[config.mk]
export PLATFORM = sky130hd
export DESIGN_NAME = imm_gen_pipe
export DESIGN_NICKNAME = d
export VERILOG_FILES = /design/src/rtl/imm_gen_pkg.sv /design/src/rtl/imm_gen_pipe_decode.sv /design/src/rtl/imm_gen_pipe.sv
export SDC_FILE = /design/constraint.sdc
export NUM_CORES = 1
export LEC_CHECK = 0
export CAP_MARGIN = 30
export CORE_ASPECT_RATIO = 0.75
export CORE_UTILIZATION = 52
export DETAILED_ROUTE_END_ITERATION = 16
export DONT_BUFFER_PORTS = 1
export PLACE_DENSITY = 0.67
export SLEW_MARGIN = 20
export SYNTH_ARGS = -nofsm -noshare
export SYNTH_HDL_FRONTEND = slang
export SYNTH_HIERARCHICAL = 1
export SYNTH_SLANG_ARGS = --single-unit
[constraint.sdc]
create_clock -name clk -period 3.5 [get_ports clk]
set_clock_uncertainty 0.2 [all_clocks]
set_input_delay 0 -clock clk [delete_from_list [all_inputs] [get_ports clk]]
set_output_delay 0 -clock clk [all_outputs]
set_load 0.01 [all_outputs]
[src/rtl/imm_gen_pkg.sv]
// Shared types for the immediate generator pipeline.
// Holds the im_op encoding and the legal XLEN values.
package imm_gen_pkg;

    typedef enum logic [2:0] {
        IMM_NONE = 3'd0,
        IMM_I    = 3'd1,
        IMM_ISH  = 3'd2,
        IMM_S    = 3'd3,
        IMM_B    = 3'd4,
        IMM_U    = 3'd5,
        IMM_J    = 3'd6,
        IMM_CSR  = 3'd7
    } im_op_e;

    localparam int XLEN_RV32 = 32;
    localparam int XLEN_RV64 = 64;

    function automatic bit xlen_legal(input int x);
        return (x == XLEN_RV32) || (x == XLEN_RV64);
    endfunction

endpackage

[src/rtl/imm_gen_pipe_decode.sv]
// Combinational RISC-V immediate decoder (ins = instr[31:7]).
// IMM_GEN_CSR_EN enables the CSR-uimm format; otherwise op 7 flags err.
module imm_decode
    import imm_gen_pkg::*;
#(
    parameter int XLEN = 32
) (
    input  logic [2:0]      im_op,
    input  logic [24:0]     ins,
    output logic [XLEN-1:0] imm,
    output logic            err
);

    localparam bit W64 = (XLEN == XLEN_RV64);

    logic [31:0] v;
    logic        sx;

    always_comb begin
        v   = '0;
        sx  = 1'b0;
        err = 1'b0;
        unique case (im_op_e'(im_op))
            IMM_NONE: v = '0;
            IMM_I: begin
                v  = {20'd0, ins[24:13]};
                v  = {{20{ins[24]}}, ins[24:13]};
                sx = 1'b1;
            end
            IMM_ISH: begin
                if (W64) v = {26'd0, ins[18:13]};
                else     v = {27'd0, ins[17:13]};
            end
            IMM_S: begin
                v  = {{20{ins[24]}}, ins[24:18], ins[4:0]};
                sx = 1'b1;
            end
            IMM_B: begin
                v  = {{19{ins[24]}}, ins[24], ins[0],
                      ins[23:18], ins[4:1], 1'b0};
                sx = 1'b1;
            end
            IMM_U: begin
                v  = {ins[24:5], 12'd0};
                sx = 1'b1;
            end
            IMM_J: begin
                v  = {{11{ins[24]}}, ins[24], ins[12:5],
                      ins[13], ins[23:14], 1'b0};
                sx = 1'b1;
            end
            IMM_CSR: begin
`ifdef IMM_GEN_CSR_EN
                v   = {27'd0, ins[12:8]};
`else
                err = 1'b1;
`endif
            end
            default: v = '0;
        endcase
    end

    // Every 32-bit form is already sign-correct; widen per format.
    always_comb begin
        if (sx) imm = XLEN'($signed(v));
        else    imm = XLEN'(v);
    end

endmodule

[src/rtl/imm_gen_pipe.sv]
// Immediate generator with a DEPTH-entry output FIFO (valid/ready both sides).
// Define IMM_GEN_CSR_EN to decode im_op 7 as a CSR zero-extended uimm.
module imm_gen_pipe
    import imm_gen_pkg::*;
#(
    parameter int XLEN  = 32,
    parameter int TAG_W = 5,
    parameter int DEPTH = 2
) (
    input  logic                         clk,
    input  logic                         rst_n,
    input  logic                         in_valid,
    output logic                         in_ready,
    input  logic [2:0]                   im_op,
    input  logic [24:0]                  ins,
    input  logic [TAG_W-1:0]             in_tag,
    output logic                         out_valid,
    input  logic                         out_ready,
    output logic [XLEN-1:0]              imm,
    output logic [TAG_W-1:0]             out_tag,
    output logic                         out_err,
    output logic [$clog2(DEPTH+1)-1:0]   count
);

    localparam int CW = $clog2(DEPTH + 1);
    localparam int PW = $clog2(DEPTH);
    localparam logic [PW-1:0] LAST = PW'(DEPTH - 1);

    logic [XLEN-1:0]  imm_mem [DEPTH];
    logic [TAG_W-1:0] tag_mem [DEPTH];
    logic             err_mem [DEPTH];

    logic [PW-1:0] wr_ptr;
    logic [PW-1:0] rd_ptr;
    logic [XLEN-1:0] d_imm;
    logic            d_err;
    logic            push;
    logic            pop;

    imm_decode #(.XLEN(XLEN)) u_dec (
        .im_op (im_op),
        .ins   (ins),
        .imm   (d_imm),
        .err   (d_err)
    );

    assign in_ready  = (count < CW'(DEPTH));
    assign out_valid = (count != '0);
    assign push      = in_valid && in_ready;
    assign pop       = out_valid && out_ready;

    always_ff @(posedge clk) begin
        if (push) begin
            imm_mem[wr_ptr] <= d_imm;
            tag_mem[wr_ptr] <= in_tag;
            err_mem[wr_ptr] <= d_err;
        end
    end

    always_ff @(posedge clk or negedge rst_n) begin
        if (!rst_n) begin
            wr_ptr <= '0;
            rd_ptr <= '0;
            count  <= '0;
        end else begin
            if (push) wr_ptr <= (wr_ptr == LAST) ? '0 : wr_ptr + PW'(1);
            if (pop)  rd_ptr <= (rd_ptr == LAST) ? '0 : rd_ptr + PW'(1);
            unique case ({push, pop})
                2'b10:   count <= count + CW'(1);
                2'b01:   count <= count - CW'(1);
                default: count <= count;
            endcase
        end
    end

    // Empty buffer presents zeros, so reset clears the outputs at once.
    always_comb begin
        imm     = '0;
        out_tag = '0;
        out_err = 1'b0;
        if (out_valid) begin
            imm     = imm_mem[rd_ptr];
            out_tag = tag_mem[rd_ptr];
            out_err = err_mem[rd_ptr];
        end
    end

endmodule

==> impl_table.tex, run 1 <==
\begin{tabular}{lr}
\hline
Metric & Value \\
\hline
\multicolumn{2}{l}{\textbf{Outcome}} \\
Result of the run & finished clean \\
\multicolumn{2}{l}{\textbf{Synth}} \\
Post-Syn Nets & 312 \\
Area share of fa/ha/maj cells after synthesis & 0.3272\% \\
Syn Std Cell Area & 3824 um2 \\
Post-synthesis mux area share & 13.58\% \\
Cell count after synthesis & 274 \\
\#FFs+latches synth & 80 \\
Number of unique standard cell types used by synthesis & 32 \\
Sequential fraction of the synthesis area & 62.30\% \\
Share of synthesized cell area in and, or, nand and nor gates & 13.22\% \\
Synthesized area per cell & 13.95 um2 \\
Compound-gate portion of the synthesized area & 3.272\% \\
Ys Warns & 6 \\
Xor and xnor fraction of the mapped netlist area & 1.800\% \\
Main combinational cell family by area after synthesis & multiplexers \\
\multicolumn{2}{l}{\textbf{STA}} \\
Post-route worst setup slack & 1153 ps \\
Period minus WS final & 2347 ps \\
RSZ-0062 raised after global routing & false \\
Post-route clock period utilization & 67.05\% \\
Slew headroom & 35.77\% \\
Count of final setup violators & 0 \\
Final sum of negative setup slack & 0 ps \\
Fmax & 0.4261 GHz \\
Worst-margin pin slew & 963.4 ps \\
Number of hold violations in the final report & 0 \\
Number of max-slew violations in the final report & 0 \\
\multicolumn{2}{l}{\textbf{CTS}} \\
Master cell of the clock root buffer & sky130\_fd\_sc\_hd\_\_clkbuf\_8 \\
Clock-pin slew on the worst setup and hold paths & 80 ps \\
CTS tree & done \\
Clock sink count & 80 \\
Maximum clock path buffer count & 2 \\
Htree depth & 3 \\
TritonCTS buffer count & 9 \\
Buffers inserted during post-CTS setup optimization & 0 \\
Post\_cts resized & 0 \\
Total of hold buffers inserted after clock tree synthesis & 40 \\
Clock latency at the later pin of the worst-skew pair & 350 ps \\
\multicolumn{2}{l}{\textbf{Setup path}} \\
List of cells traversed by the critical path & dlygate4sd3\_1 -> and2b\_1 -> a221o\_1 -> dlygate4sd3\_1 \\
Sort of element at the end of the critical path & register \\
Reg-to-Reg Start & count[1] \\
Delay of the slowest cell on the worst path & 1020 ps \\
Worst reg2reg setup slack & 1280 ps \\
Startpoint class of the critical path & input pin \\
Critical Path End & imm\_mem[0][4] \\
Category of the most critical setup path & input pin to register \\
Data required, critical path & 3390 ps \\
CP Data Arrival Time & 2240 ps \\
Critical Path Most Common Cell & sky130\_fd\_sc\_hd\_\_dlygate4sd3\_1 \\
Cell depth of the worst flop-to-flop path & 7 \\
R2r endpoint & count[1] \\
Launching element of the worst setup path & im\_op[2] \\
Slowest cell on crit path & sky130\_fd\_sc\_hd\_\_dlygate4sd3\_1 \\
Crit Path Max Fanout & 21 \\
\multicolumn{2}{l}{\textbf{Die}} \\
Total I/O pin count & 79 \\
Die area & 7703 um2 \\
Die Y & 76.26 um \\
Area of the placeable core & 6962 um2 \\
Starting Density & 54.92\% \\
Rows & 26 \\
Die W & 101.0 um \\
\multicolumn{2}{l}{\textbf{GRT}} \\
Number of global-route vias before repair & 2,309 \\
Largest net degree at the start of global routing & 40 \\
Remaining global-route overflow & 0 \\
Global-route wire length before repair & 12,160 um \\
Aggregate global-route resource usage & 21.31\% \\
Initial antenna violation count & 0 \\
\multicolumn{2}{l}{\textbf{Worst hold path}} \\
Hold Path Class & input pin to register \\
\multicolumn{2}{l}{\textbf{Final layout}} \\
Filler cell count in the final layout & 581 \\
Net count reported at finish & 343 \\
Share of cells above drive strength 1 & 9.032\% \\
Area Growth Syn to Fin & 15.22\% \\
Total inserted antenna cells & 0 \\
\multicolumn{2}{l}{\textbf{Flow run}} \\
Maximum Capacitance Violations & 0 \\
\multicolumn{2}{l}{\textbf{Placed design}} \\
Quantity of I/O buffers inserted on ports & 0 \\
GP Congestion & 0.7377 \\
DP Worst Slack & 1270 ps \\
Placed wire-length estimate after detailed placement & 4756 um \\
\multicolumn{2}{l}{\textbf{Power and ir drop}} \\
Peak supply drop & 0.3750 mV \\
LEAKAGE & 1.677 nW \\
Power per standard cell area & 687.5 nW/um2 \\
\multicolumn{2}{l}{\textbf{Routing}} \\
Remaining antenna violation count & 0 \\
DRC viols & 0 \\
Total detailed-routing wirelength & 7680 um \\
Number of detailed-route iterations in the first pass & 4 \\
Detailed-route wire length per cell & 18.82 um \\
First DRT Iteration DRCs & 96 \\
Via density per instance & 5.598 \\
Routed vias & 2,284 \\
\hline
\end{tabular}
## flip-flops by register name, summed over array words and instances (netlist names)
name	count
count	2
tag_mem	10
rd_ptr	1
wr_ptr	1
imm_mem	64
err_mem	2
## worst min-delay path by stage
stage,start,end,slack [ps],cells after the start
global route,im_op[0],imm_mem[0][16],50,2
floorplan,rst_n,count[0],-500,0
CTS,im_op[0],imm_mem[0][16],0.1,2
global placement,rst_n,count[0],-500,0
detailed placement,rst_n,count[0],-500,0
finish,im_op[0],imm_mem[0][16],8,2
## metrics by stage
step                      hold slack [ps]  power, mW  util, %  std cells  area [um2]
final                               7.676      3.029    63.28        408        4405
after global routing                53.17      3.188    63.28        408        4405
after CTS                          0.1326      3.061    63.35        408        4410
after detailed placement           -495.5      2.383    55.03        352        3831
after global placement             -495.5      2.294    54.24        350        3776
after floorplan                    -495.6      2.226        -        274        3824
## kinds of logic (layout without fill, tap and decap cells)
family / count (synthesis) / after routing
simple gates: 94 / 94
flops: 80 / 80
mux: 51 / 51
buf+inv: 26 / 62
compound gates: 15 / 15
xor+xnor: 7 / 7
fa+ha+maj: 1 / 1
## area by class of cell
class	instances	area, um2	share of cell area, %
tap	98	122.6	2.783
clock inverter	5	47.55	1.079
inverter	2	7.507	0.1704
multi-input combinational	168	1247	28.32
timing repair buffer	44	465.4	10.57
sequential	80	2384	54.10
clock buffer	11	131.4	2.982
## critical path, delay by kind of cell
kind            cells  cell delay [ps]
buf+inv             2             1600
compound gates      1              330
simple gates        1              300
## layer usage
metal	track usage, %	vias to the layer above	wire, um
met5	0	-	0
met4	5.652	0	64
met3	8.440	8	636
met2	33.84	78	3562
met1	27.28	1112	3417
li1	-	1086	-
## power breakdown
part           leakage, nW  internal, mW  switching, mW
Sequential           0.754          1.27          0.115
Clock               0.0922         0.323          0.305
Combinational        0.830         0.383          0.628
## synth_stat cells
master                     instances  area [um2]
sky130_fd_sc_hd__a221o_1           4       40.04
sky130_fd_sc_hd__and2_1            7       43.79
sky130_fd_sc_hd__and2b_1           1       7.510
sky130_fd_sc_hd__and3_1            2       12.51
sky130_fd_sc_hd__and4bb_1          1       12.51
sky130_fd_sc_hd__buf_1             1       3.750
sky130_fd_sc_hd__buf_12            2       40.04
sky130_fd_sc_hd__buf_2             7       35.03
sky130_fd_sc_hd__buf_4             5       37.54
sky130_fd_sc_hd__buf_6             7       78.83
sky130_fd_sc_hd__clkbuf_1          2       7.510
sky130_fd_sc_hd__dfrtp_1           4       100.1
sky130_fd_sc_hd__edfxtp_1         76        2282
sky130_fd_sc_hd__ha_1              1       12.51
sky130_fd_sc_hd__inv_1             1       3.750
sky130_fd_sc_hd__inv_2             1       3.750
sky130_fd_sc_hd__mux2_2            3       33.78
sky130_fd_sc_hd__mux2_4            1       15.01
sky130_fd_sc_hd__mux2i_1          47       470.5
sky130_fd_sc_hd__nand2_1           9       33.78
sky130_fd_sc_hd__nand2b_1          3       18.77
sky130_fd_sc_hd__nand3_1          11       55.05
sky130_fd_sc_hd__nand3b_1          2       15.01
sky130_fd_sc_hd__nand4b_1         12       105.1
sky130_fd_sc_hd__nor2_1           42       157.7
sky130_fd_sc_hd__nor2b_4           1       13.76
sky130_fd_sc_hd__nor4bb_1          3       30.03
sky130_fd_sc_hd__o21ai_0           3       15.01
sky130_fd_sc_hd__o221ai_1          8       70.07
sky130_fd_sc_hd__xnor2_1           5       43.79
sky130_fd_sc_hd__xor2_1            1       8.760
sky130_fd_sc_hd__xor2_2            1       16.27
## cells in the final DEF, fill, tap and decap left out, types with 2 or more instances in the layout
cell type | netlist | layout
sky130_fd_sc_hd__o221ai_1 | 8 | 8
sky130_fd_sc_hd__mux2i_1 | 47 | 47
sky130_fd_sc_hd__dfrtp_1 | 4 | 3
sky130_fd_sc_hd__clkinv_1 | 0 | 2
sky130_fd_sc_hd__o21ai_0 | 3 | 3
sky130_fd_sc_hd__nor2_4 | 0 | 2
sky130_fd_sc_hd__nand3_1 | 11 | 11
sky130_fd_sc_hd__dlygate4sd3_1 | 0 | 39
sky130_fd_sc_hd__mux2_2 | 3 | 3
sky130_fd_sc_hd__xnor2_1 | 5 | 5
sky130_fd_sc_hd__and2_1 | 7 | 7
sky130_fd_sc_hd__nand2_1 | 9 | 9
sky130_fd_sc_hd__buf_16 | 0 | 2
sky130_fd_sc_hd__nor4bb_1 | 3 | 3
sky130_fd_sc_hd__a221o_1 | 4 | 4
sky130_fd_sc_hd__nand2b_1 | 3 | 3
sky130_fd_sc_hd__buf_4 | 5 | 2
sky130_fd_sc_hd__nand3b_1 | 2 | 2
sky130_fd_sc_hd__clkbuf_1 | 2 | 2
sky130_fd_sc_hd__clkbuf_8 | 0 | 9
sky130_fd_sc_hd__edfxtp_1 | 76 | 76
sky130_fd_sc_hd__nand4b_1 | 12 | 12
sky130_fd_sc_hd__nor2_1 | 42 | 40
sky130_fd_sc_hd__clkinv_2 | 0 | 2
(Power assumes the default switching activity.)
==> run 2, diff against run 1 <==
PLACE_DENSITY = 0.7   (was 0.67)
clock period = 1.9 ns   (was 3.5 ns; I/O delays follow)
==> impl_table.tex, run 2 (synthesis gave the netlist of run 1 again) <==
\begin{tabular}{lr}
\hline
Metric & Value \\
\hline
\multicolumn{2}{l}{\textbf{Die}} \\
Starting Density & 54.92\% (unchanged) \\
Die Y & 76.26 um (unchanged) \\
Area of the placeable core & 6962 um2 (unchanged) \\
Die W & 101.0 um (unchanged) \\
Total I/O pin count & 79 (unchanged) \\
Rows & 26 (unchanged) \\
Die area & 7703 um2 (unchanged) \\
\multicolumn{2}{l}{\textbf{Routing}} \\
Remaining antenna violation count & 0 (unchanged) \\
Routed vias & 2,299 (was 2,284) \\
Number of detailed-route iterations in the first pass & 4 (unchanged) \\
DRC viols & 0 (unchanged) \\
First DRT Iteration DRCs & 141 (was 96) \\
Via density per instance & 5.553 (was 5.598) \\
Total detailed-routing wirelength & 7584 um (was 7680 um) \\
Detailed-route wire length per cell & 18.32 um (was 18.82 um) \\
\multicolumn{2}{l}{\textbf{GRT}} \\
Largest net degree at the start of global routing & 39 (was 40) \\
Met3 Track Usage GR & 8.165\% (was 8.440\%) \\
Grt met1 use & 27.47\% (was 27.28\%) \\
GR met2 Demand/Resource & 33.22\% (was 33.84\%) \\
Aggregate global-route resource usage & 21.10\% (was 21.31\%) \\
Global-route wire length before repair & 11,960 um (was 12,160 um) \\
Initial antenna violation count & 0 (unchanged) \\
Remaining global-route overflow & 0 (unchanged) \\
Most crowded layer after global routing & met2 (unchanged) \\
Number of global-route vias before repair & 2,341 (was 2,309) \\
\multicolumn{2}{l}{\textbf{CTS}} \\
Maximum clock path buffer count & 2 (unchanged) \\
Htree depth & 3 (unchanged) \\
Buffers inserted during post-CTS setup optimization & 0 (unchanged) \\
TritonCTS buffer count & 9 (unchanged) \\
Clock sink count & 80 (unchanged) \\
CTS tree & done (unchanged) \\
Clock-pin slew on the worst setup and hold paths & 70 ps (was 80 ps) \\
Master cell of the clock root buffer & sky130\_fd\_sc\_hd\_\_clkbuf\_8 (unchanged) \\
Clock latency at the later pin of the worst-skew pair & 340 ps (was 350 ps) \\
\multicolumn{2}{l}{\textbf{Flow run}} \\
Maximum Capacitance Violations & 0 (unchanged) \\
\multicolumn{2}{l}{\textbf{Placed design}} \\
GP Congestion & 0.7461 (was 0.7377) \\
Quantity of I/O buffers inserted on ports & 0 (unchanged) \\
Post-place instance area & 3866 um2 (was 3831 um2) \\
\# placed instances & 357 (was 352) \\
Placed wire-length estimate after detailed placement & 4716 um (was 4756 um) \\
\multicolumn{2}{l}{\textbf{Setup path}} \\
Startpoint class of the critical path & input pin (unchanged) \\
Crit Path Max Fanout & 2 (was 21) \\
Worst reg2reg setup slack & 220 ps (was 1280 ps) \\
Category of the most critical setup path & input pin to register (unchanged) \\
CP Data Arrival Time & 1740 ps (was 2240 ps) \\
Data required, critical path & 1780 ps (was 3390 ps) \\
Sort of element at the end of the critical path & register (unchanged) \\
\multicolumn{2}{l}{\textbf{STA}} \\
Post-route clock period utilization & 97.89\% \\
Final sum of negative setup slack & 0 ps (unchanged) \\
Fmax & 0.5377 GHz \\
Period minus WS final & 1860 ps \\
Count of final setup violators & 0 (unchanged) \\
Number of max-slew violations in the final report & 0 (unchanged) \\
Slew headroom & 41.28\% (was 35.77\%) \\
Fin Hold WS & 28.44 ps (was 7.676 ps) \\
Number of hold violations in the final report & 0 (unchanged) \\
Worst-margin pin slew & 877.9 ps (was 963.4 ps) \\
RSZ-0062 raised after global routing & false (unchanged) \\
\multicolumn{2}{l}{\textbf{Final layout}} \\
Total inserted antenna cells & 0 (unchanged) \\
Net count reported at finish & 349 (was 343) \\
Flip-flop count of the largest register, all copies and words added & 64 (unchanged) \\
Post-route cell area & 4473 um2 (was 4405 um2) \\
Commonest cells after routing, fill and taps aside & sky130\_fd\_sc\_hd\_\_edfxtp\_1 (76), sky130\_fd\_sc\_hd\_\_mux2i\_1 (47), sky130\_fd\_sc\_hd\_\_nor2\_1 (40) (unchanged) \\
Area Growth Syn to Fin & 16.98\% (was 15.22\%) \\
Leading cell type in the layout, fill and taps excluded & sky130\_fd\_sc\_hd\_\_edfxtp\_1 (unchanged) \\
Largest registers & imm\_mem (64), tag\_mem (10) (unchanged) \\
Share of cells above drive strength 1 & 10.76\% (was 9.032\%) \\
Non-filler cells, final & 414 (was 408) \\
Top reg by flops & imm\_mem (unchanged) \\
\multicolumn{2}{l}{\textbf{Worst hold path}} \\
Hold Path Class & input pin to register (unchanged) \\
\multicolumn{2}{l}{\textbf{Outcome}} \\
Result of the run & finished clean (unchanged) \\
\multicolumn{2}{l}{\textbf{Power and ir drop}} \\
Power per standard cell area & 1247 nW/um2 (was 687.5 nW/um2) \\
Peak supply drop & 0.6839 mV (was 0.3750 mV) \\
LEAKAGE & 1.705 nW (was 1.677 nW) \\
\hline
\end{tabular}
## run 2: cell type report
type / count / area, um2
well taps: 98 / 122.6
clock inverters: 4 / 47.55
fillers: 563 / 2489
repair buffers: 50 / 526.8
flip-flops and latches: 80 / 2386
clock buffers: 12 / 135.1
inverters: 2 / 7.507
multi-input cells: 168 / 1247
## run 2: timing repair
item                       CTS  global route
resized for setup            0             3
hold endpoints to repair    94             0
hold buffers                40             0
setup endpoints to repair    0            13
## run 2: routing by layer
| metal | wire, um | vias to the layer above |
|---|---|---|
| met5 | 0 | - |
| met2 | 3611 | 72 |
| li1 | - | 1093 |
| met4 | 64 | 0 |
| met1 | 3358 | 1127 |
| met3 | 549 | 7 |
## run 2: metrics by stage
| step | setup WS [ps] | utilization, % | power [mW] |
|---|---|---|---|
| floorplan | 51.33 | - | 4.104 |
| global placement | 267.9 | 55.54 | 4.327 |
| detailed placement | 220.7 | 55.54 | 4.369 |
| CTS | 31.92 | 63.91 | 5.638 |
| global route | 21.31 | 64.25 | 5.884 |
| finish | 40.09 | 64.25 | 5.577 |
## run 2: critical path, stage by stage
cell and delay, ps:
sky130_fd_sc_hd__dlygate4sd3_1 550, sky130_fd_sc_hd__mux2_4 270, sky130_fd_sc_hd__a221o_1 340, sky130_fd_sc_hd__dlygate4sd3_1 580
## run 2: worst paths after layout
check | cells past startpoint | startpoint | to
hold reg to reg | 1 | wr_ptr | wr_ptr
setup / recovery | 4 | ins[14] | imm_mem[0][1]
min in group asynchronous | 2 | rst_n | rd_ptr
max in group asynchronous | 2 | rst_n | rd_ptr
setup reg to reg | 6 | count[0] | count[1]
hold / removal | 2 | in_valid | imm_mem[1][7]
## run 2: power breakdown
part / total, mW / internal [mW] / leakage [nW] / switching, mW
clock: 1.16 / 0.604 / 0.0904 / 0.559
sequential: 2.55 / 2.35 / 0.754 / 0.206
combinational: 1.86 / 0.709 / 0.860 / 1.15
total: 5.58 / 3.66 / 1.70 / 1.92
==> run 3, diff against run 2 <==
PLACE_DENSITY = unset   (was 0.7)
PLACE_DENSITY_LB_ADDON = 0.05   (was unset)
RECOVER_POWER = 50   (was unset)
==> impl_table.tex, run 3 (synthesis gave the netlist of run 1 again) <==
\begin{tabular}{lr}
\hline
Metric & Value \\
\hline
\multicolumn{2}{l}{\textbf{Power and ir drop}} \\
LEAKAGE & 1.684 nW (was 1.705 nW) \\
Power per standard cell area & 1290 nW/um2 (was 1247 nW/um2) \\
Peak supply drop & 1.169 mV (was 0.6839 mV) \\
\multicolumn{2}{l}{\textbf{Final layout}} \\
Flip-flop count of the largest register, all copies and words added & 64 (unchanged) \\
Share of cells above drive strength 1 & 9.295\% (was 10.76\%) \\
Top reg by flops & imm\_mem (unchanged) \\
Net count reported at finish & 345 (was 349) \\
Largest registers & imm\_mem (64), tag\_mem (10) (unchanged) \\
Total inserted antenna cells & 0 (unchanged) \\
Non-filler cells, final & 410 (was 414) \\
Leading cell type in the layout, fill and taps excluded & sky130\_fd\_sc\_hd\_\_edfxtp\_1 (unchanged) \\
Area Growth Syn to Fin & 16.39\% (was 16.98\%) \\
Commonest cells after routing, fill and taps aside & sky130\_fd\_sc\_hd\_\_edfxtp\_1 (76), sky130\_fd\_sc\_hd\_\_mux2i\_1 (47), sky130\_fd\_sc\_hd\_\_nor2\_1 (40), sky130\_fd\_sc\_hd\_\_dlygate4sd3\_1 (40), sky130\_fd\_sc\_hd\_\_nand4b\_1 (12) (was sky130\_fd\_sc\_hd\_\_edfxtp\_1 (76), sky130\_fd\_sc\_hd\_\_mux2i\_1 (47), sky130\_fd\_sc\_hd\_\_nor2\_1 (40)) \\
\multicolumn{2}{l}{\textbf{STA}} \\
RSZ-0062 raised after global routing & false (unchanged) \\
Post-route clock period utilization & 100.1\% (was 97.89\%) \\
Post-route worst setup slack & -1.814 ps (was 40.09 ps) \\
Number of max-slew violations in the final report & 0 (unchanged) \\
Count of final setup violators & 2 (was 0) \\
Slew headroom & 36.86\% (was 41.28\%) \\
Worst-margin pin slew & 944.0 ps (was 877.9 ps) \\
Fmax & 0.5258 GHz (was 0.5377 GHz) \\
Final sum of negative setup slack & -3.532 ps (was 0 ps) \\
Number of hold violations in the final report & 0 (unchanged) \\
Fin Hold WS & 31.38 ps (was 28.44 ps) \\
Period minus WS final & 1902 ps (was 1860 ps) \\
\multicolumn{2}{l}{\textbf{Setup path}} \\
Data required, critical path & 1790 ps (was 1780 ps) \\
Slowest cell on crit path & sky130\_fd\_sc\_hd\_\_dlygate4sd3\_1 (unchanged) \\
Crit Path Max Fanout & 3 (was 2) \\
CP Data Arrival Time & 1800 ps (was 1740 ps) \\
List of cells traversed by the critical path & dlygate4sd3\_1 -> mux2\_4 -> a221o\_1 -> dlygate4sd3\_1 (unchanged) \\
Category of the most critical setup path & input pin to register (unchanged) \\
Critical Path Most Common Cell & sky130\_fd\_sc\_hd\_\_dlygate4sd3\_1 (unchanged) \\
Sort of element at the end of the critical path & register (unchanged) \\
Startpoint class of the critical path & input pin (unchanged) \\
Delay of the slowest cell on the worst path & 590 ps (was 580 ps) \\
\multicolumn{2}{l}{\textbf{Die}} \\
Die area & 7703 um2 (unchanged) \\
Area of the placeable core & 6962 um2 (unchanged) \\
Starting Density & 54.92\% (unchanged) \\
Die W & 101.0 um (unchanged) \\
Die Y & 76.26 um (unchanged) \\
Total I/O pin count & 79 (unchanged) \\
Rows & 26 (unchanged) \\
\multicolumn{2}{l}{\textbf{CTS}} \\
Post\_cts resized & 0 (unchanged) \\
Clock latency at the later pin of the worst-skew pair & 340 ps (about the same) \\
Buffers inserted during post-CTS setup optimization & 0 (unchanged) \\
Total of hold buffers inserted after clock tree synthesis & 40 (unchanged) \\
Maximum clock path buffer count & 2 (unchanged) \\
Clock sink count & 80 (unchanged) \\
Htree depth & 3 (unchanged) \\
CTS tree & done (unchanged) \\
Master cell of the clock root buffer & sky130\_fd\_sc\_hd\_\_clkbuf\_8 (unchanged) \\
TritonCTS buffer count & 9 (unchanged) \\
Clock-pin slew on the worst setup and hold paths & 80 ps (was 70 ps) \\
\multicolumn{2}{l}{\textbf{GRT}} \\
Aggregate global-route resource usage & 20.89\% (was 21.10\%) \\
Initial antenna violation count & 0 (unchanged) \\
Number of global-route vias before repair & 2,323 (was 2,341) \\
Global-route wire length before repair & 11,860 um (was 11,960 um) \\
Largest net degree at the start of global routing & 40 (was 39) \\
Remaining global-route overflow & 0 (unchanged) \\
\multicolumn{2}{l}{\textbf{Routing}} \\
Number of detailed-route iterations in the first pass & 7 (was 4) \\
M1 WL & 3340 um (was 3358 um) \\
Remaining antenna violation count & 0 (unchanged) \\
Routed vias & 2,305 (was 2,299) \\
Routed length on met3 & 548 um (was 549 um) \\
Via density per instance & 5.622 (was 5.553) \\
DRC viols & 0 (unchanged) \\
Detailed-route wire length per cell & 18.49 um (was 18.32 um) \\
First DRT Iteration DRCs & 162 (was 141) \\
Top layer in use & met4 (unchanged) \\
Met2 routed wirelength & 3647 um (was 3611 um) \\
Total detailed-routing wirelength & 7579 um (was 7584 um) \\
\multicolumn{2}{l}{\textbf{Flow run}} \\
Maximum Capacitance Violations & 0 (unchanged) \\
\multicolumn{2}{l}{\textbf{Worst hold path}} \\
Hold Path Class & input pin to register (unchanged) \\
\multicolumn{2}{l}{\textbf{Outcome}} \\
Result of the run & complete, but fails checks (was finished clean) \\
Violations in the final reports & setup timing \\
\multicolumn{2}{l}{\textbf{Placed design}} \\
Quantity of I/O buffers inserted on ports & 0 (unchanged) \\
\# placed instances & 354 (was 357) \\
GP Congestion & 0.7176 (was 0.7461) \\
Placed wire-length estimate after detailed placement & 4425 um (was 4716 um) \\
\hline
\end{tabular}
[run 3: cell types whose count changed in the layout (fill, tap and decap cells not counted), sizes merged]
cell	change
clkbuf	+1
clkinv	-1
bufinv	+1
buf	-5
dlygate4sd3	+1
dlymetal6s4s	-1
[run 3: cell type report]
| cell class | instances | area [um2] |
|---|---|---|
| Timing Repair Buffer | 46 | 465.4 |
| Multi-Input combinational cell | 168 | 1240 |
| Fill cell | 557 | 2511 |
| Sequential cell | 80 | 2384 |
| Clock inverter | 4 | 76.32 |
| Clock buffer | 12 | 155.1 |
| Tap cell | 98 | 122.6 |
| Inverter | 2 | 7.507 |
[run 3: final timing paths]
check / end / slack [ps] / cells past startpoint / start
max in group asynchronous: rd_ptr / 1030 / 2 / rst_n
hold / removal: imm_mem[0][11] / 30 / 2 / im_op[2]
min in group asynchronous: count[1] / 270 / 2 / rst_n
setup reg to reg: imm_mem[0][31] / 100 / 4 / count[1]
hold reg to reg: wr_ptr / 360 / 1 / wr_ptr
setup / recovery: imm_mem[1][1] / -2 / 4 / ins[14]
[run 3: where the power goes]
part	internal, mW	switching (mW)
Sequential	2.34	0.134
Combinational	0.653	1.22
Clock	0.814	0.577
[run 3: critical path: cells and delay by family]
kind / cells / cell delay (ps)
compound gates: 1 / 350
mux: 1 / 280
buf+inv: 2 / 1170
[run 3: per-layer routing]
metal	global-route usage, %	vias up
li1	-	1094
met1	26.39	1123
met2	34.79	83
met3	7.339	5
met4	4.348	0
met5	0	-
[run 3: stage by stage]
step | util (%) | worst slack, ps | power (mW) | instance area (um2)
2_1_floorplan | - | 51.33 | 4.104 | 3832
3_3_place_gp | 55.21 | 255.8 | 4.310 | 3844
3_5_place_dp | 55.21 | 195.5 | 4.353 | 3844
4_1_cts | 64.29 | 47.10 | 5.848 | 4476
5_1_grt | 63.93 | 13.64 | 6.079 | 4451
6_report | 63.93 | -1.814 | 5.739 | 4451
